## src/rtl/mr_arb_pkg.sv

```systemverilog
// Shared widths, round-robin pick helper and clog2 for the montgomery_reduce arbiter.
// Used by mr_tag_fifo and montgomery_reduce_arbiter (optional macro: MR_ARB_PRIORITY_EN).
package mr_arb_pkg;

  localparam int MR_X_W = 26;
  localparam int MR_Y_W = 15;
  localparam int RR_MAX = 8;

  typedef struct packed {
    logic       found;
    logic [2:0] idx;
  } rr_pick_t;

  function automatic int clog2(input int value);
    int r;
    r = 0;
    for (int i = 0; i < 31; i++) begin
      if ((1 << i) < value) r = i + 1;
    end
    return r;
  endfunction

  // First asserted request at or after ptr, wrapping within the n active requesters.
  function automatic rr_pick_t rr_pick(input logic [RR_MAX-1:0] req,
                                       input logic [2:0] ptr,
                                       input int n);
    rr_pick_t res;
    int k;
    res = '0;
    for (int off = 0; off < RR_MAX; off++) begin
      k = int'(ptr) + off;
      if (k >= n) k = k - n;
      if (off < n && !res.found && req[k[2:0]]) begin
        res.found = 1'b1;
        res.idx   = k[2:0];
      end
    end
    return res;
  endfunction

endpackage

```

## src/rtl/mr_tag_fifo.sv

```systemverilog
// In-order FIFO of requester tags for reductions in flight; count doubles as the outstanding counter.
// Pointers carry an extra MSB so full and empty are distinguishable without a separate flag.
import mr_arb_pkg::*;

module mr_tag_fifo #(
  parameter int TAG_W = 2,
  parameter int DEPTH = 8,
  parameter int CNT_W = 4
) (
  input  logic             clk,
  input  logic             rst_n,
  input  logic             push,
  input  logic [TAG_W-1:0] push_tag,
  input  logic             pop,
  output logic [TAG_W-1:0] head_tag,
  output logic [CNT_W-1:0] count
);

  localparam int AW = clog2(DEPTH);

  logic [AW:0]      wr_ptr;
  logic [AW:0]      rd_ptr;
  logic [TAG_W-1:0] mem [DEPTH];

  always_ff @(posedge clk or negedge rst_n) begin
    if (!rst_n) begin
      wr_ptr <= '0;
      rd_ptr <= '0;
    end else begin
      if (push) wr_ptr <= wr_ptr + 1'b1;
      if (pop)  rd_ptr <= rd_ptr + 1'b1;
    end
  end

  always_ff @(posedge clk) begin
    if (push) mem[wr_ptr[AW-1:0]] <= push_tag;
  end

  assign head_tag = mem[rd_ptr[AW-1:0]];
  assign count    = CNT_W'(wr_ptr - rd_ptr);

endmodule

```

## src/rtl/montgomery_reduce_arbiter.sv

```systemverilog
// Shares one pipelined montgomery_reduce unit among NUM_REQ requesters and routes results back in order.
// Optional macro MR_ARB_PRIORITY_EN: requester 0 always wins, the rest share round-robin.
import mr_arb_pkg::*;

module montgomery_reduce_arbiter #(
  parameter int NUM_REQ = 4,
  parameter int TAG_W   = 2,
  parameter int DEPTH   = 8,
  parameter int CNT_W   = 4
) (
  input  logic                      clk,
  input  logic                      rst_n,
  input  logic [NUM_REQ-1:0]        req_valid,
  input  logic [NUM_REQ*MR_X_W-1:0] req_X,
  output logic [NUM_REQ-1:0]        req_ready,
  output logic [NUM_REQ-1:0]        resp_valid,
  output logic [MR_Y_W-1:0]         resp_y,
  output logic                      mr_en,
  output logic [MR_X_W-1:0]         mr_X,
  input  logic [MR_Y_W-1:0]         mr_y,
  input  logic                      mr_valid,
  output logic [CNT_W-1:0]          outstanding,
  output logic                      busy
);

  // Handshake: requester i transfers req_X[i] on a cycle where req_valid[i] and req_ready[i]
  // are both high; it holds both stable until then. req_ready is combinational and one-hot.

  logic [RR_MAX-1:0] req_pad;
  logic [TAG_W-1:0]  rr_ptr;
  rr_pick_t          pick;
  logic              full;
  logic              grant;
  logic [TAG_W-1:0]  win;
  logic [TAG_W-1:0]  head_tag;
  logic [CNT_W-1:0]  count;
  logic              pop;

  assign req_pad = RR_MAX'(req_valid);

  always_comb begin
    pick = '0;
`ifdef MR_ARB_PRIORITY_EN
    if (req_valid[0]) begin
      pick.found = 1'b1;
      pick.idx   = '0;
    end else begin
      pick = rr_pick(req_pad & ~RR_MAX'(1), 3'(rr_ptr), NUM_REQ);
    end
`else
    pick = rr_pick(req_pad, 3'(rr_ptr), NUM_REQ);
`endif
  end

  // Full is judged on the pre-pop count, so a same-cycle pop never frees a slot early.
  assign full      = (count == CNT_W'(DEPTH));
  assign grant     = pick.found & ~full & rst_n;
  assign win       = TAG_W'(pick.idx);
  assign req_ready = grant ? (NUM_REQ'(1) << win) : '0;
  assign pop       = mr_valid & (count != '0);

  mr_tag_fifo #(
    .TAG_W (TAG_W),
    .DEPTH (DEPTH),
    .CNT_W (CNT_W)
  ) u_tag_fifo (
    .clk      (clk),
    .rst_n    (rst_n),
    .push     (grant),
    .push_tag (win),
    .pop      (pop),
    .head_tag (head_tag),
    .count    (count)
  );

  always_ff @(posedge clk or negedge rst_n) begin
    if (!rst_n) begin
      rr_ptr     <= '0;
      mr_en      <= 1'b0;
      mr_X       <= '0;
      resp_valid <= '0;
      resp_y     <= '0;
    end else begin
      mr_en <= grant;
      if (grant) begin
        mr_X <= req_X[int'(win)*MR_X_W +: MR_X_W];
`ifdef MR_ARB_PRIORITY_EN
        if (win != '0)
`endif
          rr_ptr <= (win == TAG_W'(NUM_REQ-1)) ? '0 : win + 1'b1;
      end
      resp_valid <= pop ? (NUM_REQ'(1) << head_tag) : '0;
      if (pop) resp_y <= mr_y;
    end
  end

  assign outstanding = count;
  assign busy        = (count != '0);

endmodule
```

## config.mk

```make
export PLATFORM = sky130hd
export DESIGN_NAME = montgomery_reduce_arbiter
export DESIGN_NICKNAME = d
export VERILOG_FILES = /design/src/rtl/mr_arb_pkg.sv /design/src/rtl/mr_tag_fifo.sv /design/src/rtl/montgomery_reduce_arbiter.sv
export SDC_FILE = /design/constraint.sdc
export NUM_CORES = 1
export LEC_CHECK = 0
export ABC_CLOCK_PERIOD_IN_PS = 3900
export BUFFER_PORTS_ARGS = -buffer_cell sky130_fd_sc_hd__buf_2
export CORE_ASPECT_RATIO = 0.5
export CORE_MARGIN = 2
export CORE_UTILIZATION = 44
export CTS_CLUSTER_DIAMETER = 100
export CTS_CLUSTER_SIZE = 40
export DETAILED_ROUTE_END_ITERATION = 8
export PLACE_DENSITY_LB_ADDON = 0.12
export SLEW_MARGIN = 10
export SYNTH_ARGS = -nofsm -noshare
export SYNTH_HDL_FRONTEND = slang
export SYNTH_HIERARCHICAL = 1
export SYNTH_SLANG_ARGS = --single-unit
```

## constraint.sdc

```tcl
create_clock -name clk -period 3.9 [get_ports clk]
set_input_delay 0.195 -clock clk [delete_from_list [all_inputs] [get_ports clk]]
set_output_delay 0.195 -clock clk [all_outputs]
set_load 0.05 [all_outputs]
```

==> impl_metrics.prom <==
# TYPE chip_impl_metric gauge
chip_impl_metric{name="postSynthCellCount",unit=""} 437
chip_impl_info{name="grt_setup_unrepaired",value="false"} 1
chip_impl_info{name="reg2reg_from",value="u_tag_fifo/wr_ptr[0]"} 1
chip_impl_metric{name="timing_worst_slew_pin_value",unit="ns"} 1.025
chip_impl_metric{name="placement_rows",unit=""} 26
chip_impl_metric{name="io_pins",unit=""} 181
chip_impl_metric{name="place.gp.congestion",unit=""} 0.8275
chip_impl_metric{name="antenna_violating_nets_left",unit=""} 0
chip_impl_metric{name="crit_buf_inv",unit=""} 4
chip_impl_info{name="cp_most_frequent_cell",value="inv_1"} 1
chip_impl_metric{name="synth_async_sr_flop_share",unit=""} 0.7778
chip_impl_metric{name="worstRegToRegCells",unit=""} 12
chip_impl_metric{name="reg2reg_setup_slack",unit="ns"} 0.54
chip_impl_info{name="tightest_hold_check_type",value="in -> reg"} 1
chip_impl_metric{name="final_util",unit=""} 0.5728
chip_impl_metric{name="muxShareOfSynthArea",unit=""} 0.1011
chip_impl_metric{name="mappedNetlistNets",unit=""} 571
chip_impl_metric{name="slew-limit-headroom",unit=""} 0.2969
chip_impl_metric{name="seq_area_frac_synth",unit=""} 0.4179
chip_impl_metric{name="max_transition_viols_final",unit=""} 0
chip_impl_metric{name="post-route-worst-setup-slack",unit="ns"} 0.2969
chip_impl_metric{name="design.core.area",unit="sq um"} 10080
chip_impl_metric{name="timing.critical_path.arrival",unit="ns"} 3.41
chip_impl_metric{name="grt_first_pass_wirelength",unit="um"} 19180
chip_impl_info{name="cp_slowest_cell",value="or4b_2"} 1
chip_impl_metric{name="clock_latency",unit="ns"} 0.33
chip_impl_metric{name="place.detailed.hpwl",unit="um"} 9000
chip_impl_metric{name="finish.cell_count_without_fillers",unit=""} 754
chip_impl_metric{name="nets",unit=""} 743
chip_impl_metric{name="final_wirelength",unit="um"} 12660
chip_impl_metric{name="cts_buffer_depth",unit=""} 2
chip_impl_metric{name="dpl_worst_slack",unit="ns"} 0.4376
chip_impl_metric{name="final_layout_size_suffix_gt1_frac",unit=""} 0.4104
chip_impl_metric{name="critical_path.max_fanout",unit=""} 21
chip_impl_info{name="worstReg2RegEnd",value="mr_X[0]"} 1
chip_impl_metric{name="die_width",unit="um"} 147.1
chip_impl_metric{name="count_of_synthesis_stage_warnings_from_yosys",unit=""} 6
chip_impl_metric{name="numPortBuffers",unit=""} 180
chip_impl_metric{name="synth_seq_cells",unit=""} 72
chip_impl_metric{name="worstPathRequired",unit="ns"} 3.70
chip_impl_metric{name="drt_via_density",unit=""} 5.489
chip_impl_metric{name="pre_repair_dr_iteration_count",unit=""} 5
chip_impl_metric{name="synth_adder_area_share",unit=""} 0.02390
chip_impl_info{name="critical_path.endpoint_type",value="output pin"} 1
chip_impl_info{name="clock-root-buffer",value="clkbuf_16"} 1
chip_impl_metric{name="detail_route.drc_violations",unit=""} 0
chip_impl_info{name="layout_commonest_cell",value="buf_2"} 1
chip_impl_metric{name="ctsHtreeMaxLevel",unit=""} 3
chip_impl_metric{name="area_delta_synth_final",unit="%"} 28.29
chip_impl_info{name="final_cell_mix",value="180 x buf_2, 56 x dfrtp_1, 33 x nand2_1"} 1
chip_impl_metric{name="finalClockSkew",unit="ns"} 0.007347
chip_impl_metric{name="fin_tns_setup",unit="ns"} 0
chip_impl_metric{name="synth-edff-count",unit=""} 16
chip_impl_metric{name="max_stage_delay",unit="ns"} 0.75
chip_impl_info{name="path_class",value="reg -> out"} 1
chip_impl_metric{name="syn_area_per_cell",unit="sq um"} 10.30
chip_impl_metric{name="synth-xor-area-share",unit=""} 0.01945
chip_impl_metric{name="clkSinkCount",unit=""} 72
chip_impl_metric{name="period_minus_slack",unit="ns"} 3.603
chip_impl_metric{name="first_global_vias",unit=""} 3697
chip_impl_metric{name="die_h",unit="um"} 75.54
chip_impl_info{name="tritoncts",value="done"} 1
chip_impl_metric{name="clk_pin_slew_worst_paths",unit="ns"} 0.06
chip_impl_metric{name="antenna-diode-count",unit=""} 0
chip_impl_metric{name="post_route_fraction_of_the_period_consumed_by_the_critical_path",unit=""} 0.9239
chip_impl_metric{name="yosys.cell_types.count",unit=""} 59
chip_impl_info{name="status",value="completed"} 1
chip_impl_info{name="critical_path_cell_by_cell",value="inv_1 > ha_1 > inv_1 > fa_1 > or4b_2 > o211ai_1 > o22a_1 > inv_2 > o211ai_4 > nor2_1 > buf_2"} 1
chip_impl_metric{name="netlist_area",unit="sq um"} 4503
chip_impl_info{name="worst_hold_path.endpoint",value="resp_y[0]"} 1
chip_impl_info{name="min-delay-start",value="mr_y[0]"} 1
chip_impl_metric{name="synthSimpleGateAreaFrac",unit=""} 0.1548
chip_impl_metric{name="timing_hold_violations_final",unit=""} 0
chip_impl_metric{name="antenna_violations_before_repair",unit=""} 0
chip_impl_metric{name="start_util",unit=""} 0.4465
chip_impl_metric{name="grt_start_max_net_pins",unit=""} 33
chip_impl_metric{name="detailroute.via_count",unit=""} 4139
chip_impl_metric{name="synth-compound-area-share",unit=""} 0.2206
chip_impl_metric{name="wl_per_cell",unit="um"} 16.79
chip_impl_info{name="synth_top_flop_cell",value="dfrtp_1"} 1
chip_impl_metric{name="tritoncts.num_buffers",unit=""} 9
chip_impl_metric{name="setup-violations-final",unit=""} 0
chip_impl_metric{name="placedCellCount",unit=""} 734
chip_impl_info{name="cell_family_with_most_cp_delay",value="simple AND/OR/NAND/NOR gates"} 1
chip_impl_metric{name="drv.max_cap_violation_count",unit=""} 0
chip_impl_metric{name="grt.overflow.total",unit=""} 0
chip_impl_info{name="dominant_combinational_cell_family_by_area_after_synthesis",value="compound AO/OA/AOI/OAI gates"} 1
chip_impl_info{name="cp-start-kind",value="flop"} 1
chip_impl_metric{name="grt_usage",unit=""} 0.2204
chip_impl_metric{name="min_path_cells",unit=""} 2
chip_impl_metric{name="floorplan_die_area",unit="sq um"} 11110
chip_impl_metric{name="initialDrtViolationCount",unit=""} 277
chip_impl_metric{name="max_freq",unit="MHz"} 277.5
-- routing by layer --
layer / global-route usage / wire length (um) / up-vias / share of wire
met5: 0 / 0 / - / 0
met4: 0.06838 / 100 / 0 / 0.0079
met3: 0.05689 / 944 / 9 / 0.075
met2: 0.3468 / 5899 / 179 / 0.47
met1: 0.3055 / 5715 / 1957 / 0.45
li1: - / - / 1994 / -
-- state kept, by name, summed over array words and instances (netlist names) --
register           cells
mr_X                  26
mr_en                  1
resp_valid             4
resp_y                15
rr_ptr                 2
u_tag_fifo/mem        16
u_tag_fifo/rd_ptr      4
u_tag_fifo/wr_ptr      4
-- cell families (layout without fill, tap and decap cells) --
logic type                 count (synthesis)  count (layout)
and+or+nand+nor                          137             137
adders and majority gates                  8               8
muxes                                     34              34
xor gates and xnor gates                  10              10
DFF                                       72              72
AOI/OAI and AO/OA                        124             124
buffers and inverters                     52             229
-- Yosys cell counts, drive strengths merged, types with 2 or more instances --
master / count / area [sq um]
a211o: 2 / 17.52
a211oi: 32 / 280.3
a21oi: 7 / 57.55
a221oi: 24 / 210.2
a31oi: 6 / 37.54
and2: 28 / 175.2
buf: 17 / 142.6
clkbuf: 14 / 53.80
dfrtp: 56 / 1401
edfxtp: 16 / 480.5
ha: 7 / 87.58
inv: 21 / 83.83
mux2: 20 / 225.2
mux2i: 8 / 80.08
mux4: 6 / 150.1
nand2: 33 / 123.9
nand2b: 4 / 32.53
nand3: 28 / 140.1
nand3b: 5 / 37.54
nor2: 25 / 96.35
nor3: 5 / 25.02
nor3b: 2 / 15.01
o211ai: 2 / 20.02
o21ai: 18 / 93.84
o21bai: 6 / 48.80
o221ai: 9 / 78.83
o31ai: 12 / 90.09
xnor2: 6 / 52.55
xor2: 4 / 35.03
-- layout make-up --
class                   count  area [sq um]
fillers                   907          4308
multi-input cells         313          2357
flip-flops and latches     72          1882
repair buffers            192         993.5
clock buffers               9         225.2
well taps                 140         175.2
inverters                  21         83.83
clock inverters             7         60.06
-- how the worst max path moves through the flow --
stage                     slack (ns)            to                  from  depth (start not counted)
after floorplan                -0.03  req_ready[0]  u_tag_fifo/wr_ptr[0]                         10
after global placement          0.50  req_ready[2]  u_tag_fifo/rd_ptr[0]                         11
after detailed placement        0.44  req_ready[3]  u_tag_fifo/wr_ptr[0]                         11
after CTS                       0.07  req_ready[3]  u_tag_fifo/rd_ptr[0]                         11
after global routing            0.07  req_ready[3]  u_tag_fifo/rd_ptr[2]                         12
final                           0.30  req_ready[3]  u_tag_fifo/wr_ptr[0]                         11
-- metrics by stage --
stage | area, sq um | hold slack, ns
2_1_floorplan | 4503 | -0.1006
3_3_place_gp | 5443 | 0.1222
3_5_place_dp | 5443 | 0.1250
4_1_cts | 5738 | 0.08047
5_1_grt | 5777 | 0.08313
6_report | 5777 | 0.09192
-- repair_timing --
item                       4_1_cts  5_1_grt
setup endpoints to repair        0        4
hold endpoints to repair         9        0
resized for setup                0        2
hold buffers                     1        0
buffers inserted                 0        3
Power is left out: the tool's default activity adds up to more than one toggle a clock period on the data nets, which glitch-free logic cannot reach.
